`src/rtl/core_bus_arbiter_if.sv`:
```
// -----------------------------------------------------------------------------
// core_bus_arbiter_if
//
// Purpose: bundles every bus-level signal around the two-master arbiter into
// one interface. This covers both master request/response channels, the shared
// slave bus and the grant indicator.
//
// Signals:
//   m0_* / m1_* : per-master channel
//                 req, we, address, write_data  -> into the arbiter
//                 ack, read_data, error         -> back to the master
//   cs, we, address, write_data                 : slave bus, driven by arbiter
//   read_data, error                            : slave response, valid while cs=1
//   grant                                       : owner of current/last transaction
//
// Modports:
//   master : the arbiter's view. The arbiter masters the slave bus and
//            answers both requesting masters.
//   slave  : the environment's view. This is the requesting masters together
//            with the addressed slave.
// -----------------------------------------------------------------------------
interface core_bus_arbiter_if #(
  parameter int ADDR_WIDTH = 16,
  parameter int DATA_WIDTH = 32
);

  // master 0 channel
  logic                  m0_req;
  logic                  m0_we;
  logic [ADDR_WIDTH-1:0] m0_address;
  logic [DATA_WIDTH-1:0] m0_write_data;
  logic                  m0_ack;
  logic [DATA_WIDTH-1:0] m0_read_data;
  logic                  m0_error;

  // master 1 channel
  logic                  m1_req;
  logic                  m1_we;
  logic [ADDR_WIDTH-1:0] m1_address;
  logic [DATA_WIDTH-1:0] m1_write_data;
  logic                  m1_ack;
  logic [DATA_WIDTH-1:0] m1_read_data;
  logic                  m1_error;

  // shared slave bus
  logic                  cs;
  logic                  we;
  logic [ADDR_WIDTH-1:0] address;
  logic [DATA_WIDTH-1:0] write_data;
  logic [DATA_WIDTH-1:0] read_data;
  logic                  error;

  // arbitration status
  logic                  grant;

  modport master (
    input  m0_req, m0_we, m0_address, m0_write_data,
    output m0_ack, m0_read_data, m0_error,
    input  m1_req, m1_we, m1_address, m1_write_data,
    output m1_ack, m1_read_data, m1_error,
    output cs, we, address, write_data,
    input  read_data, error,
    output grant
  );

  modport slave (
    output m0_req, m0_we, m0_address, m0_write_data,
    input  m0_ack, m0_read_data, m0_error,
    output m1_req, m1_we, m1_address, m1_write_data,
    input  m1_ack, m1_read_data, m1_error,
    input  cs, we, address, write_data,
    output read_data, error,
    input  grant
  );

endinterface

```
`src/rtl/core_bus_arbiter.sv`:
```
// -----------------------------------------------------------------------------
// core_bus_arbiter
//
// Purpose: two-master, one-slave bus arbiter. Each transaction is a fixed
// three-cycle sequence:
//   IDLE  : sample both requests, pick a winner (round-robin on ties), latch
//           the winner's command
//   ISSUE : drive cs for one cycle; capture the slave response into the
//           winner's read_data/error registers at the closing edge
//   ACK   : pulse the winner's ack for one cycle, then return to IDLE
// This gives a throughput of one transaction every three cycles. Requests that
// arrive while the arbiter is busy are only seen at the next IDLE.
//
// Ports:
//   clk   : single clock, rising edge
//   reset : asynchronous, active-high; forces IDLE, clears all outputs and
//           sets grant=1 so that master 0 wins the first tie
//   bus   : core_bus_arbiter_if.master. It holds both master channels, the
//           slave bus and grant.
//
// ADDR_WIDTH/DATA_WIDTH must match the parameters of the connected interface
// instance.
// -----------------------------------------------------------------------------
module core_bus_arbiter #(
  parameter int ADDR_WIDTH = 16,
  parameter int DATA_WIDTH = 32
) (
  input  logic                 clk,
  input  logic                 reset,
  core_bus_arbiter_if.master   bus
);

  typedef enum logic [1:0] {
    IDLE  = 2'd0,
    ISSUE = 2'd1,
    ACK   = 2'd2
  } state_t;

  state_t state_reg;
  state_t state_next;

  // Latched command of the transaction in flight. These registers also hold
  // their values between transactions, so that the slave address and data
  // stay stable.
  logic                  grant_reg;
  logic                  lat_we_reg;
  logic [ADDR_WIDTH-1:0] addr_reg;
  logic [DATA_WIDTH-1:0] wdata_reg;

  // Master channels gathered into index-addressable form.
  logic [1:0]            req_vec;
  logic [1:0]            we_vec;
  logic [ADDR_WIDTH-1:0] addr_vec  [2];
  logic [DATA_WIDTH-1:0] wdata_vec [2];

  // Decoded FSM outputs.
  logic       start;     // IDLE with at least one request: latch this cycle
  logic       winner;    // master index chosen in IDLE
  logic       cs_int;
  logic [1:0] ack_vec;

  assign req_vec      = {bus.m1_req, bus.m0_req};
  assign we_vec       = {bus.m1_we, bus.m0_we};
  assign addr_vec[0]  = bus.m0_address;
  assign addr_vec[1]  = bus.m1_address;
  assign wdata_vec[0] = bus.m0_write_data;
  assign wdata_vec[1] = bus.m1_write_data;

  // ---------------------------------------------------------------------------
  // FSM state register
  // ---------------------------------------------------------------------------
  always_ff @(posedge clk or posedge reset) begin
    if (reset) begin
      state_reg <= IDLE;
    end else begin
      state_reg <= state_next;
    end
  end

  // ---------------------------------------------------------------------------
  // FSM next-state and outputs
  // ---------------------------------------------------------------------------
  always_comb begin
    state_next = state_reg;
    start      = 1'b0;
    winner     = grant_reg;
    cs_int     = 1'b0;
    ack_vec    = 2'b00;
    case (state_reg)
      IDLE: begin
        if (|req_vec) begin
          start = 1'b1;
          // On a tie, the master that did not own the last transaction wins.
          // With a single requester, req_vec[1] is its index.
          winner     = (&req_vec) ? ~grant_reg : req_vec[1];
          state_next = ISSUE;
        end
      end
      ISSUE: begin
        cs_int     = 1'b1;
        state_next = ACK;
      end
      ACK: begin
        ack_vec    = grant_reg ? 2'b10 : 2'b01;
        state_next = IDLE;
      end
      default: begin
        state_next = IDLE;
      end
    endcase
  end

  // ---------------------------------------------------------------------------
  // Command latch: only the winner's inputs are captured; the loser is ignored
  // ---------------------------------------------------------------------------
  always_ff @(posedge clk or posedge reset) begin
    if (reset) begin
      grant_reg  <= 1'b1;
      lat_we_reg <= 1'b0;
      addr_reg   <= '0;
      wdata_reg  <= '0;
    end else if (start) begin
      grant_reg  <= winner;
      lat_we_reg <= we_vec[winner];
      addr_reg   <= addr_vec[winner];
      wdata_reg  <= wdata_vec[winner];
    end
  end

  // ---------------------------------------------------------------------------
  // Per-master response registers. Each one updates only at the closing edge
  // of its own ISSUE cycle, so the other master's transactions leave it
  // untouched. Read data is captured for writes too.
  // ---------------------------------------------------------------------------
  genvar gi;
  generate
    for (gi = 0; gi < 2; gi++) begin : g_resp
      logic [DATA_WIDTH-1:0] rdata_reg;
      logic                  err_reg;

      always_ff @(posedge clk or posedge reset) begin
        if (reset) begin
          rdata_reg <= '0;
          err_reg   <= 1'b0;
        end else if (cs_int && (grant_reg == 1'(gi))) begin
          rdata_reg <= bus.read_data;
          err_reg   <= bus.error;
        end
      end
    end
  endgenerate

  // ---------------------------------------------------------------------------
  // Output drive
  // ---------------------------------------------------------------------------
  assign bus.cs         = cs_int;
  assign bus.we         = cs_int & lat_we_reg;  // we only asserted with cs
  assign bus.address    = addr_reg;
  assign bus.write_data = wdata_reg;
  assign bus.grant      = grant_reg;

  assign bus.m0_ack       = ack_vec[0];
  assign bus.m0_read_data = g_resp[0].rdata_reg;
  assign bus.m0_error     = g_resp[0].err_reg;

  assign bus.m1_ack       = ack_vec[1];
  assign bus.m1_read_data = g_resp[1].rdata_reg;
  assign bus.m1_error     = g_resp[1].err_reg;

endmodule

```
`src/flat_wrapper.sv`:
```
// flat-port wrapper written by rule: the top's interface ports become plain ports
module core_bus_arbiter_flat 
#(
  parameter int ADDR_WIDTH = 16,
  parameter int DATA_WIDTH = 32
)
  (clk, reset, bus_m0_req, bus_m0_we, bus_m0_address, bus_m0_write_data, bus_m0_ack, bus_m0_read_data, bus_m0_error, bus_m1_req, bus_m1_we, bus_m1_address, bus_m1_write_data, bus_m1_ack, bus_m1_read_data, bus_m1_error, bus_cs, bus_we, bus_address, bus_write_data, bus_read_data, bus_error, bus_grant);
  core_bus_arbiter_if #(.ADDR_WIDTH(ADDR_WIDTH), .DATA_WIDTH(DATA_WIDTH)) bus_i ();
  input  logic clk;
  input  logic reset;
  input wire logic [$bits(bus_i.m0_req)-1:0] bus_m0_req;
  input wire logic [$bits(bus_i.m0_we)-1:0] bus_m0_we;
  input wire logic [$bits(bus_i.m0_address)-1:0] bus_m0_address;
  input wire logic [$bits(bus_i.m0_write_data)-1:0] bus_m0_write_data;
  output wire logic [$bits(bus_i.m0_ack)-1:0] bus_m0_ack;
  output wire logic [$bits(bus_i.m0_read_data)-1:0] bus_m0_read_data;
  output wire logic [$bits(bus_i.m0_error)-1:0] bus_m0_error;
  input wire logic [$bits(bus_i.m1_req)-1:0] bus_m1_req;
  input wire logic [$bits(bus_i.m1_we)-1:0] bus_m1_we;
  input wire logic [$bits(bus_i.m1_address)-1:0] bus_m1_address;
  input wire logic [$bits(bus_i.m1_write_data)-1:0] bus_m1_write_data;
  output wire logic [$bits(bus_i.m1_ack)-1:0] bus_m1_ack;
  output wire logic [$bits(bus_i.m1_read_data)-1:0] bus_m1_read_data;
  output wire logic [$bits(bus_i.m1_error)-1:0] bus_m1_error;
  output wire logic [$bits(bus_i.cs)-1:0] bus_cs;
  output wire logic [$bits(bus_i.we)-1:0] bus_we;
  output wire logic [$bits(bus_i.address)-1:0] bus_address;
  output wire logic [$bits(bus_i.write_data)-1:0] bus_write_data;
  input wire logic [$bits(bus_i.read_data)-1:0] bus_read_data;
  input wire logic [$bits(bus_i.error)-1:0] bus_error;
  output wire logic [$bits(bus_i.grant)-1:0] bus_grant;
  assign bus_i.m0_req = bus_m0_req;
  assign bus_i.m0_we = bus_m0_we;
  assign bus_i.m0_address = bus_m0_address;
  assign bus_i.m0_write_data = bus_m0_write_data;
  assign bus_m0_ack = bus_i.m0_ack;
  assign bus_m0_read_data = bus_i.m0_read_data;
  assign bus_m0_error = bus_i.m0_error;
  assign bus_i.m1_req = bus_m1_req;
  assign bus_i.m1_we = bus_m1_we;
  assign bus_i.m1_address = bus_m1_address;
  assign bus_i.m1_write_data = bus_m1_write_data;
  assign bus_m1_ack = bus_i.m1_ack;
  assign bus_m1_read_data = bus_i.m1_read_data;
  assign bus_m1_error = bus_i.m1_error;
  assign bus_cs = bus_i.cs;
  assign bus_we = bus_i.we;
  assign bus_address = bus_i.address;
  assign bus_write_data = bus_i.write_data;
  assign bus_i.read_data = bus_read_data;
  assign bus_i.error = bus_error;
  assign bus_grant = bus_i.grant;
  core_bus_arbiter #(.ADDR_WIDTH(ADDR_WIDTH), .DATA_WIDTH(DATA_WIDTH)) u_core (.clk(clk), .reset(reset), .bus(bus_i));
endmodule
```
`config.mk`:
```
export PLATFORM = sky130hd
export DESIGN_NAME = core_bus_arbiter_flat
export DESIGN_NICKNAME = d
export VERILOG_FILES = /design/src/rtl/core_bus_arbiter_if.sv /design/src/rtl/core_bus_arbiter.sv /design/src/flat_wrapper.sv
export SDC_FILE = /design/constraint.sdc
export NUM_CORES = 1
export LEC_CHECK = 0
export ABC_AREA = 0
export BUFFER_PORTS_ARGS = -buffer_cell sky130_fd_sc_hd__buf_4
export CAP_MARGIN = 20
export CELL_PAD_IN_SITES_DETAIL_PLACEMENT = 1
export CELL_PAD_IN_SITES_GLOBAL_PLACEMENT = 1
export CORE_ASPECT_RATIO = 0.5
export CORE_MARGIN = 2
export CORE_UTILIZATION = 39
export DETAILED_ROUTE_END_ITERATION = 6
export PLACE_DENSITY = 0.84
export REMOVE_ABC_BUFFERS = 1
export SETUP_SLACK_MARGIN = 0.1
export SYNTH_ARGS = -nofsm -noshare
export SYNTH_HDL_FRONTEND = slang
export SYNTH_SLANG_ARGS = --single-unit
```
`constraint.sdc`:
```
create_clock -name clk -period 9.2 [get_ports clk]
set_input_delay 0.92 -clock clk [delete_from_list [all_inputs] [get_ports clk]]
set_output_delay 0.92 -clock clk [all_outputs]
set_load 0.005 [all_outputs]
```
==> results of run 1 <==
-- Yosys cell counts, drive strengths merged --
cell type  count
and2           3
dfstp          1
o211ai        98
mux2          66
or2            1
or4b           1
clkbuf        29
dfrtp        117
nor3b          4
nand2          1
nor2           1
inv            2
a21oi         49
a31oi         49
nor2b          2
buf           29
o21ai          1
nand4bb        1
-- power groups by stage --
stage / Combinational (mW) / Clock (mW) / Sequential, mW
floorplan: 0.693 / 0 / 0.978
global placement: 1.38 / 0 / 0.967
detailed placement: 1.43 / 0 / 0.987
CTS: 1.44 / 0.650 / 0.984
global route: 1.54 / 0.678 / 1.02
finish: 1.42 / 0.643 / 0.982
-- per-layer routing --
metal	wire length [um]	vias up	GRT usage [%]
li1	-	2202	-
met1	7470	2459	27.8
met2	9630	161	42.4
met3	792	47	4.17
met4	663	0	11.8
met5	0	-	0
-- area by class of cell --
type,count,area (sq um),area share (%)
multi-input combinational,277,2420,29.6
tap,198,248,3.03
timing repair buffer,263,1970,24.1
clock buffer,17,425,5.20
inverter,2,10.0,0.122
sequential,118,2950,36.1
clock inverter,15,146,1.79
-- layout by cell type, fill, tap and decap left out --
master      instances
a21oi_1            49
dfstp_2             1
clkinv_4            5
nor2b_1             1
nor3b_4             2
inv_6               5
inv_2               1
dfrtp_1           117
clkinvlp_4          1
and2_2              1
o211ai_2           49
buf_4             263
inv_8               1
nor3b_1             2
nand4bb_2           1
bufinv_16           1
or4b_4              1
o211ai_1           49
mux2_2             66
o21ai_0             1
a31oi_1            49
clkbuf_16          17
inv_4               1
clkinv_2            2
or2_2               1
nor2b_2             1
nand2_1             1
and2_1              2
nor2_4              1
-- kinds of logic (layout without fill, tap and decap cells) --
| family | after synthesis | in the layout |
|---|---|---|
| compound gates | 197 | 197 |
| buf+inv | 60 | 297 |
| flops | 118 | 118 |
| mux | 66 | 66 |
| simple gates | 14 | 14 |
-- final timing paths --
check	start	end	slack, ns	cells past startpoint
min in group asynchronous	reset	u_core.bus.m1_read_data[1]	0.61	2
max in group asynchronous	reset	u_core.bus.address[2]	7.29	3
max	flop	bus_grant	6.44	2
max reg2reg	u_core.state_reg[0]	u_core.bus.write_data[18]	6.67	4
min reg2reg	u_core.bus.m0_read_data[23]	u_core.bus.m0_read_data[23]	0.50	1
min	u_core.bus.m0_read_data[23]	u_core.bus.m0_read_data[23]	0.50	1
-- worst max-delay path: stages (launching register included) --
cell and delay [ns]:
dfstp_2 0.76, buf_4 0.48, buf_4 0.19
-- metrics by stage --
step	total power [mW]	instances	area, sq um	setup WS [ns]	utilization, %
detailed placement	2.42	858	7610	6.30	53.1
floorplan	1.67	397	5360	5.15	-
CTS	3.07	890	8180	6.41	57.1
global route	3.23	890	8180	6.35	57.1
finish	3.05	890	8180	6.44	57.1
global placement	2.35	858	7610	6.38	53.1
==> flow_metrics.tcl, run 1 <==
set metrics [dict create \
    status "complete, no violations" \
    grt_pass1_wl_um 28400 \
    syn_area_per_cell_sq_um 12.4 \
    nets 814 \
    vias_per_cell 5.47 \
    fillers 1502 \
    synth_area_leader_cell "dfrtp_1" \
    cap_violations 0 \
    path_clk_slew_ns 0.06 \
    p_int_mw 1.90 \
    num_io_pins 254 \
    yosysSeqAreaShare_pct 52.2 \
    pwr-share-clk_pct 21.1 \
    postSynthCellCount 455 \
    ant_nets 0 \
    core_area_sq_um 14300 \
    ys_top_cells_by_area "dfrtp_1 (52%), mux2_2 (13%), o211ai_2 (11%)" \
    timing.fmax_mhz 362 \
    synth_seq_cells 118 \
    place_hpwl_um 12300 \
    portBuffers 253 \
    drt-wirelength-per-cell_um 20.9 \
    gp_congestion 0.778 \
    synth_simple_gate_area_share_pct 1.99 \
    clockBufferDepth 2 \
    antenna_found_initial 0 \
    ctsRootBufferMaster "clkbuf_16" \
    wirelength_um 18600 \
    ctsHoldBuffers 0 \
    fp-row-count 31 \
    p_switching_mw 1.14 \
    synthAdderAreaFrac_pct 0 \
    skew_ns 0.00726 \
    worst_slew_pin_slew_ns 0.979 \
    antenna_cells 0 \
    ys_types 25 \
    p_per_area_nw_per_um2 373 \
    die_w_um 174 \
    critPathLaunchType "flop" \
    cts_made_buffers 17 \
    cts_setup_buffers 0 \
    area_growth_pct 44.4 \
    gr-usage-all-layers_pct 23.5 \
    mappedNetlistArea_sq_um 5660 \
    cts_tree "done" \
    pwr-share-seq_pct 32.2 \
    peakVddDrop_uv 156 \
    switching_share_pct 37.5 \
    synth-xor-area-share_pct 0 \
    grt_pass1_vias 5276 \
    cp.arrival_ns 1.84 \
    synth.area.mux_share_pct 13.1 \
    insertion_delay_ns 0.41 \
    synth_top_area_share_pct 51.7 \
    crit_type "reg -> out" \
    drt-pass1-iter-count 4 \
    hold_viol 0 \
    htreeDepth 4 \
    dieArea_sq_um 15600 \
    cts_num_sinks 118 \
    post_cts_resized 0 \
    fin_crit_sh_pct 30.1 \
    tns_ns 0 \
    required_ns 8.28 \
    slew_headroom_pct 34.8 \
    yosys_warnings 0 \
    crit_fanout 40 \
    crit_path_end_kind "primary output" \
    initial_utilization_pct 39.6 \
    die_h_um 89.2 \
    worst_hold_slack_ns 0.505 \
    grt-ovfl-total 0 \
    p_leak_nw 3.57 \
    setup_viol 0 \
    grt_max_degree 63 \
    hp-class "reg -> reg" \
    period_needed_ns 2.76 \
    drc 0 \
    combPwrFrac_pct 46.7 \
    vias 4869 \
    synth_compound_gate_area_share_pct 27.2 \
    drt_iter0_markers 267 \
    layout-drive-gt1-share_pct 60.8 \
    synth_top_family_by_area "compound AO/OA/AOI/OAI gates" \
    grt_setup_unrepaired "false" \
    maxSlewViolCount 0 \
]
Note: power is estimated with default switching activity, not from simulation.
==> inputs of run 2 (changes only) <==
--- a/config.mk
+++ b/config.mk
@@ -12,9 +12,9 @@
 export CELL_PAD_IN_SITES_GLOBAL_PLACEMENT = 1
 export CORE_ASPECT_RATIO = 0.5
 export CORE_MARGIN = 2
-export CORE_UTILIZATION = 39
+export CORE_UTILIZATION = 36
 export DETAILED_ROUTE_END_ITERATION = 6
-export PLACE_DENSITY = 0.84
+export PLACE_DENSITY = 0.78
 export REMOVE_ABC_BUFFERS = 1
 export SETUP_SLACK_MARGIN = 0.1
 export SYNTH_ARGS = -nofsm -noshare
==> constraint.sdc (replaced) <==
create_clock -name clk -period 2.6 [get_ports clk]
set_input_delay 0.26 -clock clk [delete_from_list [all_inputs] [get_ports clk]]
set_output_delay 0.26 -clock clk [all_outputs]
set_load 0.005 [all_outputs]
==> flow_metrics.tcl, run 2 (synthesized netlist as in run 1, its figures left out) <==
set metrics [dict create \
    r2r_cells 4 \
    num_io_pins 254 \
    path_buf_inv 1 \
    p_leak_nw 3.60 \
    cts_made_buffers 17 \
    drc 0 \
    die_h_um 92.7 \
    crit_path_end_kind "flop" \
    vias_per_cell 5.46 \
    ctsRootBufferMaster "clkbuf_16" \
    fillers 1645 \
    cp_cell_sequence "nand4bb_2 -> buf_12 -> o211ai_1 -> a31oi_1" \
    htreeDepth 4 \
    clockBufferDepth 2 \
    critPathLaunch "u_core.state_reg[1]" \
    grt-ovfl-total 0 \
    nets 820 \
    crit_path_top_delay_cell "nand4bb_2" \
    regToRegEndpoint "u_core.bus.write_data[0]" \
    cts_tree "done" \
    fp-row-count 32 \
    wirelength_um 18400 \
    hold_viol 0 \
    p_per_area_nw_per_um2 1310 \
    cpPeakStageDelay_ns 0.77 \
    drt_iter0_markers 210 \
    crit_type "reg -> reg" \
    initial_utilization_pct 36.8 \
    tns_ns 0 \
    slew_headroom_pct 40.9 \
    worst_slew_pin_slew_ns 0.886 \
    grt_pass1_vias 5428 \
    r2r_start "u_core.state_reg[1]" \
    drt-pass1-iter-count 6 \
    area_growth_pct 45.8 \
    core_area_sq_um 15400 \
    skew_ns 0.0115 \
    drt-wirelength-per-cell_um 20.4 \
    path_depth 4 \
    path_clk_slew_ns 0.06 \
    fin_cells 902 \
    final_common_cell "buf_4" \
    gr-usage-all-layers_pct 22.1 \
    die_w_um 181 \
    hp-class "in -> reg" \
    required_ns 2.84 \
    setup_viol 0 \
    ctsHoldBuffers 1 \
    grt_max_degree 63 \
    maxSlewViolCount 0 \
    peakVddDrop_uv 707 \
    cp-endpoint "u_core.bus.write_data[0]" \
    dieArea_sq_um 16800 \
    grt_setup_unrepaired "false" \
    fin_crit_sh_pct 81.5 \
    placed_cells 869 \
    insertion_delay_ns 0.40 \
    place_hpwl_um 12300 \
    worst_hold_slack_ns 0.104 \
    fin_total_pwr_mw 10.8 \
    vias 4923 \
    worstHoldStart "bus_read_data[3]" \
    cap_violations 0 \
    cts_num_sinks 118 \
    antenna_cells 0 \
    grt_pass1_wl_um 29300 \
    status "complete, no violations" \
    path_delay_family "simple AND/OR/NAND/NOR gates" \
    post_cts_resized 0 \
    antenna_found_initial 0 \
    layout-drive-gt1-share_pct 60.9 \
    final_cell_mix "buf_4 (266), dfrtp_1 (117), mux2_2 (66)" \
    rrSetupSlack_ns 0.48 \
    gp_congestion 0.784 \
    critPathLaunchType "flop" \
    crit_fanout 30 \
    timing.fmax_mhz 472 \
    period_needed_ns 2.12 \
    final_util_pct 53.7 \
    portBuffers 253 \
    cts_setup_buffers 0 \
    ant_nets 0 \
    cp.arrival_ns 2.36 \
]
-- run 2: cell count changes in the layout (fill, tap and decap cells not counted) --
cell           previous run  this run
buf_12                    0         2
buf_4                   263       266
clkbuf_1                  0         1
clkinv_2                  2         0
clkinv_4                  5         2
dlygate4sd3_1             0         1
inv_6                     5         6
clkinvlp_4                1         4
-- run 2: cell type report --
cell class | instances | area (sq um) | area share (%)
clock inverter | 14 | 141 | 1.71
timing repair buffer | 269 | 2050 | 24.8
multi-input combinational | 277 | 2420 | 29.3
tap | 204 | 255 | 3.09
inverter | 2 | 10.0 | 0.121
sequential | 118 | 2950 | 35.8
clock buffer | 18 | 429 | 5.20
-- run 2: through the flow --
step	setup WS, ns	instance area (sq um)
3_5_place_dp	0.526	7680
5_1_grt	0.335	8260
3_3_place_gp	0.595	7680
4_1_cts	0.513	8260
6_report	0.480	8260
2_1_floorplan	-0.961	5360
-- run 2: how the worst min path moves through the flow --
stage | to | depth (start not counted) | slack, ns
6_report | u_core.bus.m0_read_data[3] | 2 | 0.10
2_1_floorplan | u_core.bus.write_data[14] | 2 | 0.40
5_1_grt | u_core.bus.m0_read_data[21] | 2 | 0.09
3_3_place_gp | u_core.bus.m0_read_data[31] | 2 | 0.25
4_1_cts | u_core.bus.m0_read_data[3] | 2 | 0.09
3_5_place_dp | u_core.bus.m0_read_data[31] | 2 | 0.26
-- run 2: power breakdown --
group | internal [mW] | switching (mW)
sequential | 2.81 | 0.605
combinational | 2.63 | 2.48
clock | 1.34 | 0.902
-- run 2: per-layer routing --
layer	vias to the layer above	share of wire, %	track usage, %
met5	-	0	0
met4	0	1.9	6.84
met3	26	5.6	5.54
met2	180	51	38.4
met1	2497	42	27.3
li1	2220	-	-
==> inputs of run 3 (changes only) <==
--- a/config.mk
+++ b/config.mk
@@ -5,16 +5,16 @@
 export SDC_FILE = /design/constraint.sdc
 export NUM_CORES = 1
 export LEC_CHECK = 0
-export ABC_AREA = 0
+export ABC_AREA = 1
 export BUFFER_PORTS_ARGS = -buffer_cell sky130_fd_sc_hd__buf_4
 export CAP_MARGIN = 20
 export CELL_PAD_IN_SITES_DETAIL_PLACEMENT = 1
 export CELL_PAD_IN_SITES_GLOBAL_PLACEMENT = 1
 export CORE_ASPECT_RATIO = 0.5
 export CORE_MARGIN = 2
-export CORE_UTILIZATION = 36
+export CORE_UTILIZATION = 33
 export DETAILED_ROUTE_END_ITERATION = 6
-export PLACE_DENSITY = 0.78
+export PLACE_DENSITY = 0.79
 export REMOVE_ABC_BUFFERS = 1
 export SETUP_SLACK_MARGIN = 0.1
 export SYNTH_ARGS = -nofsm -noshare
==> constraint.sdc (replaced) <==
create_clock -name clk -period 2.1 [get_ports clk]
set_input_delay 0.21 -clock clk [delete_from_list [all_inputs] [get_ports clk]]
set_output_delay 0.21 -clock clk [all_outputs]
set_load 0.005 [all_outputs]
==> flow_metrics.tcl, run 3 <==
set metrics [dict create \
    status "complete, no violations" \
    maxSlewViolCount 0 \
    antenna_cells 0 \
    yosysSeqAreaShare_pct 53.8 \
    ys_top_cells_by_area "dfrtp_1 (53%), nand3_1 (13%), nand2_1 (12%)" \
    nets 1073 \
    fin_crit_sh_pct 80.9 \
    synth_top_area_share_pct 53.4 \
    crit_path_top_delay_cell "dfstp_2" \
    critPathLaunchType "flop" \
    worst_hold_slack_ns 0.0627 \
    yosysMostFrequentCell "nand2_1" \
    grt_pass1_wl_um 29000 \
    path_clk_slew_ns 0.06 \
    slew_headroom_pct 44.9 \
    grt_pass1_vias 5723 \
    mappedNetlistArea_sq_um 5490 \
    synth_area_leader_cell "dfrtp_1" \
    synth_enable_flop_cells 0 \
    fin_total_pwr_mw 12.9 \
    switching_share_pct 38.8 \
    fp-row-count 33 \
    portBuffers 253 \
    period_needed_ns 1.70 \
    core_area_sq_um 16300 \
    path_buf_inv 2 \
    place_hpwl_um 12700 \
    die_w_um 186 \
    num_io_pins 254 \
    peakVddDrop_uv 602 \
    worst_slew_pin_slew_ns 0.825 \
    cts_tree "done" \
    p_int_mw 7.90 \
    place_ws_ns 0.386 \
    cap_violations 0 \
    drt-pass1-iter-count 4 \
    ant_nets 0 \
    wirelength_um 18000 \
    clockBufferDepth 2 \
    cp.arrival_ns 1.99 \
    setup_viol 0 \
    crit_type "reg -> reg" \
    ys_types 20 \
    vias_per_cell 4.65 \
    antenna_found_initial 0 \
    crit_fanout 16 \
    cts_setup_buffers 0 \
    cts_made_buffers 17 \
    cp_cell_sequence "inv_2 -> nand2_2 -> buf_12 -> nand3_1 -> nand3_1 -> nand2_1" \
    grt-ovfl-total 0 \
    initial_utilization_pct 33.6 \
    dieArea_sq_um 17700 \
    cp_common_cell "nand3_1" \
    gp_congestion 0.782 \
    synth_seq_cells 118 \
    area_growth_pct 50.1 \
    cts_num_sinks 118 \
    drt_iter0_markers 151 \
    insertion_delay_ns 0.40 \
    p_switching_mw 5.01 \
    synthTopCellsByCount "nand2_1 (172), nand3_1 (148), inv_1 (134)" \
    synthArstFlopShare_pct 100 \
    yosys_warnings 0 \
    layout_setup_ws_ns 0.400 \
    hold_viol 0 \
    final_cell_mix "buf_4 (260), nand2_1 (169), nand3_1 (147)" \
    grt_max_degree 67 \
    crit_path_end_kind "flop" \
    pwr-share-seq_pct 32.0 \
    grt_setup_unrepaired "false" \
    postSynthCellCount 696 \
    ys.flop_type "dfrtp_1" \
    required_ns 2.39 \
    drt-wirelength-per-cell_um 15.3 \
    p_per_area_nw_per_um2 1570 \
    path_delay_family "flip-flops" \
    vias 5473 \
    tns_ns 0 \
    skew_ns 0.00816 \
    htreeDepth 4 \
    ctsRootBufferMaster "clkbuf_16" \
    syn_area_per_cell_sq_um 7.88 \
    layout-drive-gt1-share_pct 32.8 \
    hp-class "in -> reg" \
    cpPeakStageDelay_ns 0.63 \
    final_common_cell "buf_4" \
    final_util_pct 50.5 \
    drc 0 \
    gr-usage-all-layers_pct 20.6 \
    die_h_um 95.2 \
    timing.fmax_mhz 588 \
    combPwrFrac_pct 45.3 \
    fillers 1968 \
    pwr-share-clk_pct 22.7 \
    p_leak_nw 4.74 \
]
[run 3: cell count changes after synthesis, moves of 61 or more]
cell | previous run | this run
inv_1 | 1 | 134
nand2_1 | 1 | 172
nand3_1 | 0 | 148
o21ai_0 | 1 | 62
mux2_2 | 66 | 0
[run 3: path summary, 6_finish.rpt]
check	startpoint	endpoint	slack, ns	depth (start not counted)
max	flop	u_core.bus.write_data[2]	0.40	6
min	bus_read_data[5]	u_core.bus.m1_read_data[5]	0.06	3
max reg2reg	flop	u_core.bus.write_data[2]	0.40	6
min reg2reg	u_core.bus.m0_read_data[7]	u_core.bus.m0_read_data[7]	0.48	2
max in group asynchronous	reset	u_core.bus.m0_read_data[25]	1.11	4
min in group asynchronous	reset	u_core.bus.address[12]	0.39	3
[run 3: cell families after synthesis]
family	synth area share [%]
flip-flops	53.8
AND/OR/NAND/NOR	26.3
buffers and inverters	13.5
AO/OA/AOI/OAI	6.32
[run 3: routing by layer]
metal	vias to the layer above	GRT usage, %	wire length (um)
li1	2638	-	-
met1	2653	23.2	7280
met2	143	37.5	9210
met3	39	5.48	925
met4	0	8.93	591
met5	-	0	0
[run 3: worst min-delay path, delay by kind of cell]
kind,cells,cell delay [ns]
compound gates,1,0.11
buf+inv,2,0.10
[run 3: power groups by stage]
stage | Combinational, mW | Sequential, mW | Clock (mW)
finish | 5.85 | 4.13 | 2.93
global route | 6.57 | 4.27 | 3.11
CTS | 5.96 | 4.14 | 2.99
detailed placement | 5.94 | 4.14 | 0
global placement | 5.68 | 4.11 | 0
floorplan | 2.57 | 4.14 | 0
[run 3: stage by stage]
stage	area (sq um)	cells
2_1_floorplan	5260	652
3_3_place_gp	7630	1145
3_5_place_dp	7630	1145
4_1_cts	8240	1178
5_1_grt	8240	1178
6_report	8240	1178
[run 3: timing repair]
action	CTS	global route
gates resized for setup	0	0
hold buffers	1	0
hold endpoints to repair	30	0
[run 3: final cells by class]
type / count / area [sq um] / area share, %
clock buffers: 18 / 429 / 5.21
clock inverters: 14 / 165 / 2.00
inverters: 138 / 520 / 6.32
multi-input cells: 396 / 1800 / 21.9
flip-flops and latches: 118 / 2950 / 35.9
well taps: 227 / 284 / 3.45
repair buffers: 267 / 2080 / 25.3
